--- config.mk ---
export PLATFORM = sky130hd
export DESIGN_NAME = load_store_unit
export DESIGN_NICKNAME = d
export VERILOG_FILES = /design/src/rtl/lsu_pkg.sv /design/src/rtl/lsu_align.sv /design/src/rtl/load_store_unit.sv
export SDC_FILE = /design/constraint.sdc
export NUM_CORES = 1
export LEC_CHECK = 0
export ABC_AREA = 1
export BUFFER_PORTS_ARGS = -buffer_cell sky130_fd_sc_hd__buf_4
export CELL_PAD_IN_SITES_DETAIL_PLACEMENT = 1
export CELL_PAD_IN_SITES_GLOBAL_PLACEMENT = 1
export CORE_MARGIN = 3
export CORE_UTILIZATION = 32
export CTS_BUF_LIST = sky130_fd_sc_hd__clkbuf_8
export CTS_CLUSTER_DIAMETER = 60
export CTS_CLUSTER_SIZE = 40
export DETAILED_ROUTE_END_ITERATION = 6
export GPL_ROUTABILITY_DRIVEN = 0
export PLACE_DENSITY_LB_ADDON = 0.1
export SYNTH_ARGS = -nofsm -noshare
export SYNTH_HDL_FRONTEND = slang
export SYNTH_SLANG_ARGS = --single-unit
--- constraint.sdc ---
create_clock -name clk -period 2.2 [get_ports clk]
set_input_delay 0.22 -clock clk [delete_from_list [all_inputs] [get_ports clk]]
set_output_delay 0.22 -clock clk [all_outputs]
set_load 0.01 [all_outputs]
--- src/rtl/lsu_pkg.sv ---
`default_nettype none
// ============================================================================
// Module      : lsu_pkg
// Description : Shared state, access-size and error encodings for the LSU.
// Revision    : 1.0 - initial release
// ============================================================================
package lsu_pkg;

  typedef logic [1:0] state_t;
  localparam state_t c_ST_IDLE   = 2'd0;
  localparam state_t c_ST_ACCESS = 2'd1;
  localparam state_t c_ST_RESP   = 2'd2;

  localparam logic [2:0] c_SZ_B  = 3'b000;
  localparam logic [2:0] c_SZ_H  = 3'b001;
  localparam logic [2:0] c_SZ_W  = 3'b010;
  localparam logic [2:0] c_SZ_BU = 3'b100;
  localparam logic [2:0] c_SZ_HU = 3'b101;

  localparam logic [1:0] c_ERR_OK       = 2'b00;
  localparam logic [1:0] c_ERR_MISALIGN = 2'b01;
  localparam logic [1:0] c_ERR_SIZE     = 2'b10;
  localparam logic [1:0] c_ERR_TIMEOUT  = 2'b11;

  function automatic logic size_legal(input logic [2:0] sz);
    return sz inside {c_SZ_B, c_SZ_H, c_SZ_W, c_SZ_BU, c_SZ_HU};
  endfunction

  function automatic logic misaligned(input logic [2:0] sz, input logic [1:0] lo);
    case (sz)
      c_SZ_H, c_SZ_HU: return lo[0];
      c_SZ_W:          return lo != 2'b00;
      default:         return 1'b0;
    endcase
  endfunction

endpackage
`default_nettype wire

--- src/rtl/lsu_align.sv ---
`default_nettype none
// ============================================================================
// Module      : lsu_align
// Description : Byte enables, store lane replication and load lane extraction.
// Revision    : 1.0 - initial release
// ============================================================================
module lsu_align
  import lsu_pkg::*;
(
  input  logic [2:0]  size,
  input  logic [1:0]  addr_lo,
  input  logic [31:0] wdata,
  input  logic [31:0] rdata_word,
  output logic [3:0]  be,
  output logic [31:0] wdata_rep,
  output logic [31:0] load_data
);

  logic [31:0] w_lane;

  // Addressed byte moved down to bit 0 so every size extracts from the bottom.
  assign w_lane = rdata_word >> {addr_lo, 3'b000};

  always_comb begin
    be        = 4'b1111;
    wdata_rep = wdata;
    case (size[1:0])
      2'b00: begin
        be        = 4'b0001 << addr_lo;
        wdata_rep = {4{wdata[7:0]}};
      end
      2'b01: begin
        be        = 4'b0011 << addr_lo;
        wdata_rep = {2{wdata[15:0]}};
      end
      default: ;
    endcase
  end

  always_comb begin
    load_data = rdata_word;
    case (size)
      c_SZ_B:  load_data = {{24{w_lane[7]}}, w_lane[7:0]};
      c_SZ_BU: load_data = {24'b0, w_lane[7:0]};
      c_SZ_H:  load_data = {{16{w_lane[15]}}, w_lane[15:0]};
      c_SZ_HU: load_data = {16'b0, w_lane[15:0]};
      default: ;
    endcase
  end

endmodule
`default_nettype wire

--- src/rtl/load_store_unit.sv ---
`default_nettype none
// ============================================================================
// Module      : load_store_unit
// Description : Single-outstanding load/store unit with stall, error and timeout.
// Revision    : 1.0 - initial release
// ============================================================================
module load_store_unit
  import lsu_pkg::*;
#(
  parameter int TIMEOUT_CYCLES = 16
) (
  input  logic        clk,
  input  logic        reset,
  input  logic        req_valid,
  input  logic        mem_write,
  input  logic [2:0]  mem_size,
  input  logic [31:0] addr,
  input  logic [31:0] wdata,
  output logic        stall,
  output logic        resp_valid,
  output logic [31:0] rdata,
  output logic [1:0]  err,
  output logic        dmem_req,
  output logic        dmem_we,
  output logic [3:0]  dmem_be,
  output logic [31:0] dmem_addr,
  output logic [31:0] dmem_wdata,
  input  logic        dmem_ready,
  input  logic [31:0] dmem_rdata
);

  localparam int               c_CW       = $clog2(TIMEOUT_CYCLES + 1);
  localparam logic [c_CW-1:0]  c_CNT_LAST = c_CW'(TIMEOUT_CYCLES - 1);

  state_t          r_state;
  logic            r_we;
  logic [2:0]      r_size;
  logic [31:0]     r_addr;
  logic [31:0]     r_wdata;
  logic [31:0]     r_rdata;
  logic [1:0]      r_err;
  logic [c_CW-1:0] r_cnt;

  logic [3:0]      w_be;
  logic [31:0]     w_wdata_rep;
  logic [31:0]     w_load_data;
  logic            w_accept;

  lsu_align u_align (
    .size       (r_size),
    .addr_lo    (r_addr[1:0]),
    .wdata      (r_wdata),
    .rdata_word (dmem_rdata),
    .be         (w_be),
    .wdata_rep  (w_wdata_rep),
    .load_data  (w_load_data)
  );

  assign w_accept   = (r_state == c_ST_IDLE) && req_valid;
  assign dmem_req   = (r_state == c_ST_ACCESS);
  // Reset term keeps stall low while reset is held even if req_valid is high.
  assign stall      = (w_accept && reset) || dmem_req;
  assign resp_valid = (r_state == c_ST_RESP);
  assign dmem_we    = dmem_req & r_we;
  assign dmem_be    = dmem_req ? w_be : 4'b0000;
  assign dmem_addr  = {r_addr[31:2], 2'b00};
  assign dmem_wdata = w_wdata_rep;
  assign rdata      = r_rdata;
  assign err        = r_err;

  always_ff @(posedge clk or negedge reset) begin
    if (!reset) begin
      r_state <= c_ST_IDLE;
      r_we    <= 1'b0;
      r_size  <= 3'b000;
      r_addr  <= 32'h0;
      r_wdata <= 32'h0;
      r_rdata <= 32'h0;
      r_err   <= c_ERR_OK;
      r_cnt   <= '0;
    end else begin
      case (r_state)
        c_ST_IDLE: begin
          if (req_valid) begin
            r_we    <= mem_write;
            r_size  <= mem_size;
            r_addr  <= addr;
            r_wdata <= wdata;
            r_rdata <= 32'h0;
            r_err   <= c_ERR_OK;
            r_cnt   <= '0;
            if (!size_legal(mem_size)) begin
              r_err   <= c_ERR_SIZE;
              r_state <= c_ST_RESP;
            end else if (misaligned(mem_size, addr[1:0])) begin
              r_err   <= c_ERR_MISALIGN;
              r_state <= c_ST_RESP;
            end else begin
              r_state <= c_ST_ACCESS;
            end
          end
        end
        c_ST_ACCESS: begin
          if (dmem_ready) begin
            r_rdata <= r_we ? 32'h0 : w_load_data;
            r_err   <= c_ERR_OK;
            r_state <= c_ST_RESP;
          end else if (r_cnt == c_CNT_LAST) begin
            r_rdata <= 32'h0;
            r_err   <= c_ERR_TIMEOUT;
            r_state <= c_ST_RESP;
          end else begin
            r_cnt <= r_cnt + 1'b1;
          end
        end
        c_ST_RESP: begin
          r_cnt   <= '0;
          r_state <= c_ST_IDLE;
        end
        default: r_state <= c_ST_IDLE;
      endcase
    end
  end

endmodule
`default_nettype wire
; Yosys cells after proc, flatten, opt, wreduce, memory -nomap -nowiden
; Index checks and enable logic that the tools add are counted.
; W data, S select, Z words.
[word_totals]
reg_bits = 109
output_inout_bits = 106
in_bits = 104
[op_classes]
n_bitwise = 1
n_eq_ne = 15
muxes = 29
shift = 3
n_reduce_logical = 16
n_addsub = 1
[op_table]
columns = op, count
row1 = $mux W32, 4
row2 = $pmux W32 S2, 2
row3 = $pmux W32 S4, 1
row4 = $shr A32 B5 Y16, 1
row5 = $mux W2, 9
row6 = $mux W5, 3
row7 = $pmux W5 S3, 1
row8 = $eq A3 B3 Y1 const B, 4
row9 = $pmux W2 S2, 2
row10 = $pmux W4 S2, 1
row11 = $eq A3 B1 Y1 const B, 2
row12 = $logic_not A3 Y1, 2
row13 = $ne A2 B2 Y1 const B, 3
row14 = $add A5 B1 Y5 const B, 1
row15 = $eq A5 B4 Y1 const B, 1
row16 = $reduce_bool A5 Y1, 1
row17 = $eq A2 B1 Y1 const B, 2
row18 = $logic_not A2 Y1, 2
row19 = $mux W1, 4
row20 = $mux W4, 1
row21 = $reduce_and A2 Y1, 2
row22 = $reduce_and A4 Y1, 1
row23 = $reduce_bool A2 Y1, 2
row24 = $shl A1 B2 Y4 const A, 1
row25 = other kinds (11), 12

; Longest topological paths before layout
; Gate-level depths: netlist of run 1.
[depth]
word_depth = 10
mapped_depth = 11
depth_no_buf = 9

; Modules after synthesis
; From an unflattened synthesis of run 1, not the netlist that was laid out.
[hier_totals]
hier_cells = 807
area_unflattened_um2 = 6037.0
[by_module_without_submodules]
columns = mod, n_inst, seq_area_each_um2, area_per_inst_um2, cells_each
row1 = load_store_unit, 1, 2727.6, 4730.8, 549
row2 = lsu_align, 1, 0.0, 1306.3, 258

; Worst setup path before layout of run 1
; Ideal clock, no wire load.
[synth_timing]
path_kind = register to register
start = register r_cnt[0]
end = register r_cnt[2]
t_required_ns = 2.117
t_arrival_ns = 1.563
path_stages_with_launch = 10
setup_slack_ns = 0.554
n_path_buf = 0
cell_sequence = dfrtp_1 ha_1 nand2_1 nor2_1 ha_1 inv_1 nand3_1 a21oi_1 nand4_1 o21ai_0
[synth_via]
elab_chain_len = 4
word_cells_on_any_way = 7
classes_between = add/sub: 1 / eq/ne: 2 / mux: 3 / reduce/logical: 1
[synth_lines]
columns = item, line
row1 = "start, declared", load_store_unit.sv:42  ; logic [c_CW-1:0] r_cnt;
row2 = "start signal, assigned", load_store_unit.sv:113  ; r_cnt <= r_cnt + 1'b1;
row3 = $add A5 B1 Y5, load_store_unit.sv:113
row4 = $mux W5, load_store_unit.sv:108  ; end else if (r_cnt == c_CNT_LAST) begin
row5 = $mux W5, load_store_unit.sv:104  ; if (dmem_ready) begin
row6 = $pmux W5 S3, load_store_unit.sv:82  ; case (r_state)
; Several ways; a longest one is shown, not always the timed one. The select of a mux whose other input is x is not followed.
; A chain may end at the register's enable or synchronous reset.

; Final worst setup path of run 1
[layout_timing]
start = register r_state[0]
end = output dmem_be[2]
[layout_via]
elab_chain_len = 2
[layout_lines]
columns = item, line
row1 = "start, declared", load_store_unit.sv:35  ; state_t r_state;
row2 = "start signal, assigned", load_store_unit.sv:73  ; r_state <= c_ST_IDLE;
row3 = "start signal, assigned", load_store_unit.sv:94  ; r_state <= c_ST_RESP;
row4 = "start signal, assigned", load_store_unit.sv:97  ; r_state <= c_ST_RESP;
row5 = $eq A2 B1 Y1, load_store_unit.sv:60  ; assign dmem_req = (r_state == c_ST_ACCESS);
row6 = $mux W4, load_store_unit.sv:65  ; assign dmem_be = dmem_req ? w_be : 4'b0000;
row7 = "end, declared", load_store_unit.sv:25  ; output logic [3:0] dmem_be,
; Every way passes these cells.

==> qor_table.md, run 1 <==
| Result | Value | Unit |
| --- | --- | --- |
| Cell Rows | 48 | - |
| Commonest cells in the synthesized netlist | sky130_fd_sc_hd__nand2_1, sky130_fd_sc_hd__dfrtp_1, sky130_fd_sc_hd__mux2_2, sky130_fd_sc_hd__nor2_1 | - |
| Detailed-route wire length | 17800 | um |
| Maximum clock skew at final layout | 0.0140 | ns |
| Critical path startpoint category | flop | - |
| Instance area at placement | 7170 | um^2 |
| Total via count after detailed routing | 4941 | - |
| Met3 wire length | 1150 | um |
| Launching element of the worst setup path | r_state[0] | - |
| Routed WL per cell | 17.0 | um |
| Starting density of the core | 32.7 | % |
| Clk root buf | sky130_fd_sc_hd__clkbuf_8 | - |
| Count of final max-slew check failures | 0 | - |
| Hold Fails Final Rpt | 0 | - |
| Uppermost layer routed | met4 | - |
| Static leakage power | 3.82 | nW |
| Sequential area share after synthesis | 48.2 | % |
| Synthesized flop and latch total | 109 | - |
| Cell area after technology mapping | 5660 | um^2 |
| Number of synthesized flops with an enable pin | 0 | - |
| Syn Area/Cell | 8.71 | um^2 |
| CP Cell Sequence | inv_2, nor2_4, clkinv_1, a21oi_1, buf_4 | - |
| Launch point of the worst hold path | wdata[0] | - |
| Pin count of the biggest net entering global routing | 88 | - |
| # IOs | 210 | - |
| Crit. End Element | output port | - |
| Placeable core region | 17300 | um^2 |
| Yosys synthesis warning count | 0 | - |
| Time the worst path needs with I/O delays and setup | 2.02 | ns |
| Total routed wire length on the met1 layer | 8010 | um |
| Area share of the largest cell type after synthesis | 48.2 | % |
| GRT Resource Usage Total | 18.4 | % |
| Sum of overflow across all layers after global routing | 0 | - |
| Maximum fanout along the worst path | 9 | - |
| H-tree depth | 3 | - |
| Combinational family with the most area after synthesis | simple AND/OR/NAND/NOR gates | - |
| Area of all placed cells without fillers | 7390 | um^2 |
| WP data arrival | 1.80 | ns |
| Synthesized instance count | 650 | - |
| Required time of the critical path | 1.98 | ns |
| Final total negative setup slack | 0 | ns |
| Complex-gate fraction of the synthesized area | 5.52 | % |
| Outcome | completed | - |
| Adder-cell share of the synthesized area | 0.442 | % |
| Fraction of synthesized area in multiplexers | 11.7 | % |
| Final setup fails | 0 | - |
| Final ANT Viol Nets | 0 | - |
| Most frequently used cell type in the post-synthesis netlist | sky130_fd_sc_hd__nand2_1 | - |
| Area leader, netlist | sky130_fd_sc_hd__dfrtp_1 | - |
| Worst-Skew Late Latency | 0.38 | ns |
| Ys async rst share | 100 | % |
| Internal reg-to-reg setup slack | 0.38 | ns |
| Leading cell types by total area after synthesis | sky130_fd_sc_hd__dfrtp_1, sky130_fd_sc_hd__nand2_1, sky130_fd_sc_hd__mux2_2 | - |
| Classification of the worst setup path | reg -> out | - |
| Critical-path top delay cell | sky130_fd_sc_hd__dfrtp_1 | - |
| Unrepaired setup endpoints after global routing | no | - |
| Post-Synth XOR/XNOR Area | 0 | % |
| Clock tree buffer depth | 2 | - |
| Global-route wire length before repair | 28900 | um |
| Largest voltage drop on the vdd net | 740 | uV |
| Primary FF master, synth | sky130_fd_sc_hd__dfrtp_1 | - |
| # Max-Cap Violations | 0 | - |
| Share of synthesized cell area in and, or, nand and nor gates | 23.6 | % |
| Peak per-stage delay on the critical path | 0.42 | ns |
| Vertical extent of the die | 139 | um |
| TritonCTS clock tree | built | - |
| DPL Wire Length | 13400 | um |
| Utilization of the core after routing | 42.7 | % |
| Layout cell share with drive strength beyond 1 | 38.7 | % |
| I/O Buffers | 207 | - |
| Layout overhead on the synthesized area | 30.4 | % |
| Slew Limit Headroom | 66.3 | % |
| Source of the worst register-to-register timing path | r_cnt[0] | - |
| Number of clock sinks | 109 | - |
| Actual slew at the worst max-slew pin | 0.505 | ns |
| CTS clock-pin slew for the worst setup and hold paths | 0.11 | ns |
| Antenna violations before repair | 0 | - |
| Total DRC errors in the routed layout | 0 | - |
| Number of antenna diodes | 0 | - |
| Fraction of the cycle the final worst path needs | 91.6 | % |
| Path class of the lowest-slack min-delay path | in -> reg | - |
| TritonRoute pass-1 iters | 4 | - |
| Yosys cell types | 31 | - |
| Final layout net count | 923 | - |
| Die width | 139 | um |
| Total CTS buffers | 9 | - |
| PD cells | 1290 | nW/um^2 |
| Via density | 4.72 | - |
| Number of filler cells placed in the layout | 2068 | - |
| Routed wl met2 | 8240 | um |
| Drt initial violations | 188 | - |
| Peak clock frequency supported by timing | 496 | MHz |
| Die ar. | 19300 | um^2 |
| Via count of the first global-routing pass | 5286 | - |
-- logic make-up after synthesis --
logic type | Yosys count
simple gates | 319
other cells | 1
flops | 109
buf+inv | 100
compound gates | 60
mux | 59
fa+ha+maj | 2
-- sequential cells by signal, indices dropped and copies added (netlist names) --
signal,count
err,2
r_addr,32
r_cnt,5
r_size,3
r_state,2
r_wdata,32
r_we,1
rdata,32
-- per-stage QoR --
step | worst slack [ns] | cells | hold WS, ns | total power, W
global route | 0.0249 | 1047 | 0.0419 | 0.0103
CTS | 0.0206 | 1044 | 0.0373 | 0.00964
detailed placement | 0.178 | 1027 | 0.159 | 0.00843
global placement | 0.382 | 1027 | 0.151 | 0.00832
finish | 0.185 | 1047 | 0.0597 | 0.00954
floorplan | 0.554 | 651 | -0.0756 | 0.00653
-- report_power, final --
part	internal, W	total (W)	switching (W)	leakage [nW]
clock network	0.000440	0.00116	0.000720	0.0857
registers	0.00274	0.00323	0.000497	1.36
logic	0.00237	0.00515	0.00278	2.37
-- final timing paths --
kind / end / depth (start not counted)
max in group asynchronous: r_wdata[17] / 3
min in group asynchronous: r_wdata[8] / 2
setup reg to reg: rdata[2] / 10
hold / removal: r_wdata[0] / 2
setup / recovery: dmem_be[2] / 5
hold reg to reg: rdata[12] / 2
-- layer usage --
metal,vias up,global-route usage (%)
li1,2379,-
met1,2379,24.7
met2,157,29.1
met3,26,5.03
met4,0,5.92
met5,-,0
-- layout make-up --
type	instances	area, um^2	area share, %
multi-input cells	442	2360	31.9
flip-flops and latches	109	2730	36.9
repair buffers	223	1710	23.2
inverters	31	124	1.68
clock inverters	6	40.0	0.542
well taps	225	282	3.81
repair inverters	1	5.00	0.0677
clock buffers	10	138	1.86
-- worst max-delay path: cells and delay by family (launching register included) --
family,cells,cell delay (ns)
buffers and inverters,3,0.55
flip-flops,1,0.42
AO/OA/AOI/OAI,1,0.26
AND/OR/NAND/NOR,1,0.19
-- layout by cell type, fill, tap and decap left out, types with 3 or more instances in the layout --
cell,Yosys,routed
sky130_fd_sc_hd__dfrtp_1,109,109
sky130_fd_sc_hd__o21ai_0,36,36
sky130_fd_sc_hd__nor2_1,49,49
sky130_fd_sc_hd__a21oi_1,16,15
sky130_fd_sc_hd__or2_2,4,4
sky130_fd_sc_hd__clkbuf_8,0,10
sky130_fd_sc_hd__o21ai_1,3,3
sky130_fd_sc_hd__nand2_2,3,3
sky130_fd_sc_hd__mux2_2,58,58
sky130_fd_sc_hd__clkinvlp_4,0,5
sky130_fd_sc_hd__nand2_1,202,201
sky130_fd_sc_hd__buf_4,48,219
sky130_fd_sc_hd__nand3_1,48,48
sky130_fd_sc_hd__inv_2,5,5
sky130_fd_sc_hd__inv_1,25,24
sky130_fd_sc_hd__buf_12,0,3
sky130_fd_sc_hd__o211ai_1,5,5
-- what timing repair did --
action,in CTS,in global routing
gates resized for setup,0,4
hold buffers,1,0
endpoints found under the hold margin,22,0
endpoints found under the setup margin,0,21
setup buffers,0,2
Power figures use the tool's default switching activity.
==> inputs of run 2 (changes only) <==
clock period = 1.8 ns   (was 2.2 ns; I/O delays follow)
==> qor_table.md, run 2 (synthesis results as in run 1) <==
| Result | Value | Unit |
| --- | --- | --- |
| Starting density of the core | 32.7 | % |
| Number of placed instances, taps included | 1036 | - |
| Critical path startpoint category | flop | - |
| # Max-Cap Violations | 0 | - |
| Number of antenna diodes | 0 | - |
| Unrepaired setup endpoints after global routing | yes | - |
| Layout cell share with drive strength beyond 1 | 39.3 | % |
| Largest voltage drop on the vdd net | 809 | uV |
| Total CTS buffers | 9 | - |
| Required time of the critical path | 1.62 | ns |
| Hold Fails Final Rpt | 0 | - |
| Hold WS | 0.0223 | ns |
| H-tree depth | 3 | - |
| Global-route wire length before repair | 31000 | um |
| Vertical extent of the die | 139 | um |
| Seq. cell area | 2730 | um^2 |
| Routed WL per cell | 17.3 | um |
| Die ar. | 19300 | um^2 |
| Via count of the first global-routing pass | 5757 | - |
| Peak clock frequency supported by timing | 571 | MHz |
| Via density | 4.69 | - |
| Time the worst path needs with I/O delays and setup | 1.75 | ns |
| Slew Limit Headroom | 55.4 | % |
| Placeable core region | 17300 | um^2 |
| Cell Rows | 48 | - |
| Fraction of the cycle the final worst path needs | 97.2 | % |
| CTS clock-pin slew for the worst setup and hold paths | 0.12 | ns |
| PD cells | 1530 | nW/um^2 |
| Total DRC errors in the routed layout | 0 | - |
| I/O Buffers | 207 | - |
| Die width | 139 | um |
| Multi-input gate area in the final layout | 2400 | um^2 |
| Highest-count cells in the layout ignoring fill and taps | sky130_fd_sc_hd__buf_4, sky130_fd_sc_hd__nand2_1, sky130_fd_sc_hd__dfrtp_1 | - |
| Path class of the lowest-slack min-delay path | in -> reg | - |
| Worst-Skew Late Latency | 0.40 | ns |
| Maximum clock skew at final layout | 0.0152 | ns |
| Total via count after detailed routing | 5270 | - |
| Final layout net count | 1000 | - |
| Sum of overflow across all layers after global routing | 0 | - |
| # IOs | 210 | - |
| Detailed-route wire length | 19400 | um |
| Pin count of the biggest net entering global routing | 110 | - |
| Outcome | completed | - |
| Count of buffer and inverter cells on the critical path | 4 | - |
| TritonRoute pass-1 iters | 4 | - |
| Non-filler cells, final | 1124 | - |
| GRT Resource Usage Total | 19.8 | % |
| Final ANT Viol Nets | 0 | - |
| Crit. End Element | output port | - |
| WP data arrival | 1.57 | ns |
| Classification of the worst setup path | reg -> out | - |
| Utilization of the core after routing | 47.4 | % |
| Peak per-stage delay on the critical path | 0.43 | ns |
| Number of clock sinks | 109 | - |
| Drt initial violations | 232 | - |
| Antenna violations before repair | 0 | - |
| Layout overhead on the synthesized area | 44.9 | % |
| Clk root buf | sky130_fd_sc_hd__clkbuf_8 | - |
| Static leakage power | 4.19 | nW |
| Crit path max-delay family | buffers and inverters | - |
| Critical-path top delay cell | sky130_fd_sc_hd__dfrtp_1 | - |
| Number of filler cells placed in the layout | 2033 | - |
| Leading cell type in the layout, fill and taps excluded | sky130_fd_sc_hd__buf_4 | - |
| Final setup fails | 0 | - |
| Maximum fanout along the worst path | 9 | - |
| Crit path top cell by count | sky130_fd_sc_hd__buf_4 | - |
| Clock tree buffer depth | 2 | - |
| DPL Wire Length | 13500 | um |
| Actual slew at the worst max-slew pin | 0.668 | ns |
| TritonCTS clock tree | built | - |
| Count of final max-slew check failures | 0 | - |
| CP Cell Sequence | buf_4, nand2_2, inv_2, buf_6, nand2_1, nand3_1, buf_4 | - |
-- run 2: power breakdown --
| group | internal, W | switching, W |
|---|---|---|
| logic | 0.00339 | 0.00368 |
| registers | 0.00335 | 0.000622 |
| clock network | 0.000527 | 0.000954 |
| total | 0.00726 | 0.00526 |
-- run 2: final timing paths --
kind / slack, ns / end / cells past startpoint / from
min: 0.02 / r_addr[19] / 2 / addr[19]
min reg2reg: 0.50 / rdata[29] / 2 / rdata[29]
min in group asynchronous: 0.37 / r_cnt[2] / 3 / reset
max in group asynchronous: 0.88 / err[1] / 3 / reset
max reg2reg: 0.11 / r_cnt[1] / 10 / r_cnt[1]
max: 0.05 / dmem_wdata[25] / 7 / r_size[0]
-- run 2: through the flow --
| stage | worst slack, ns | total power, W | TNS (ns) | cell area, um^2 |
|---|---|---|---|---|
| after CTS | 0.00590 | 0.0124 | 0 | 8080 |
| after detailed placement | 0.0537 | 0.0105 | 0 | 7250 |
| after global placement | 0.178 | 0.0103 | 0 | 7250 |
| after floorplan | 0.154 | 0.00798 | 0 | 5670 |
| after global routing | -0.0549 | 0.0135 | -0.423 | 8210 |
| final | 0.0497 | 0.0125 | 0 | 8210 |
-- run 2: repair_timing --
| item | CTS | global route |
|---|---|---|
| gates resized for setup | 15 | 18 |
| setup endpoints to repair | 22 | 56 |
| hold buffers | 56 | 0 |
| endpoints found under the hold margin | 164 | 0 |
| gates cloned | 1 | 2 |
| setup buffers | 6 | 7 |
| pin swaps | 1 | 3 |
-- run 2: layout make-up --
| class | instances | area share, % |
|---|---|---|
| well taps | 225 | 3.43 |
| flip-flops and latches | 109 | 33.3 |
| clock buffers | 9 | 1.51 |
| multi-input cells | 442 | 29.3 |
| clock inverters | 7 | 0.717 |
| inverters | 31 | 1.52 |
| repair buffers | 300 | 30.2 |
| repair inverters | 1 | 0.0915 |
-- run 2: metal layers --
layer | track usage, % | share of wire [%] | up-vias
li1 | - | - | 2534
met1 | 23.8 | 41 | 2559
met2 | 34.0 | 50 | 150
met3 | 6.31 | 6.6 | 27
met4 | 5.97 | 2.3 | 0
met5 | 0 | 0 | -
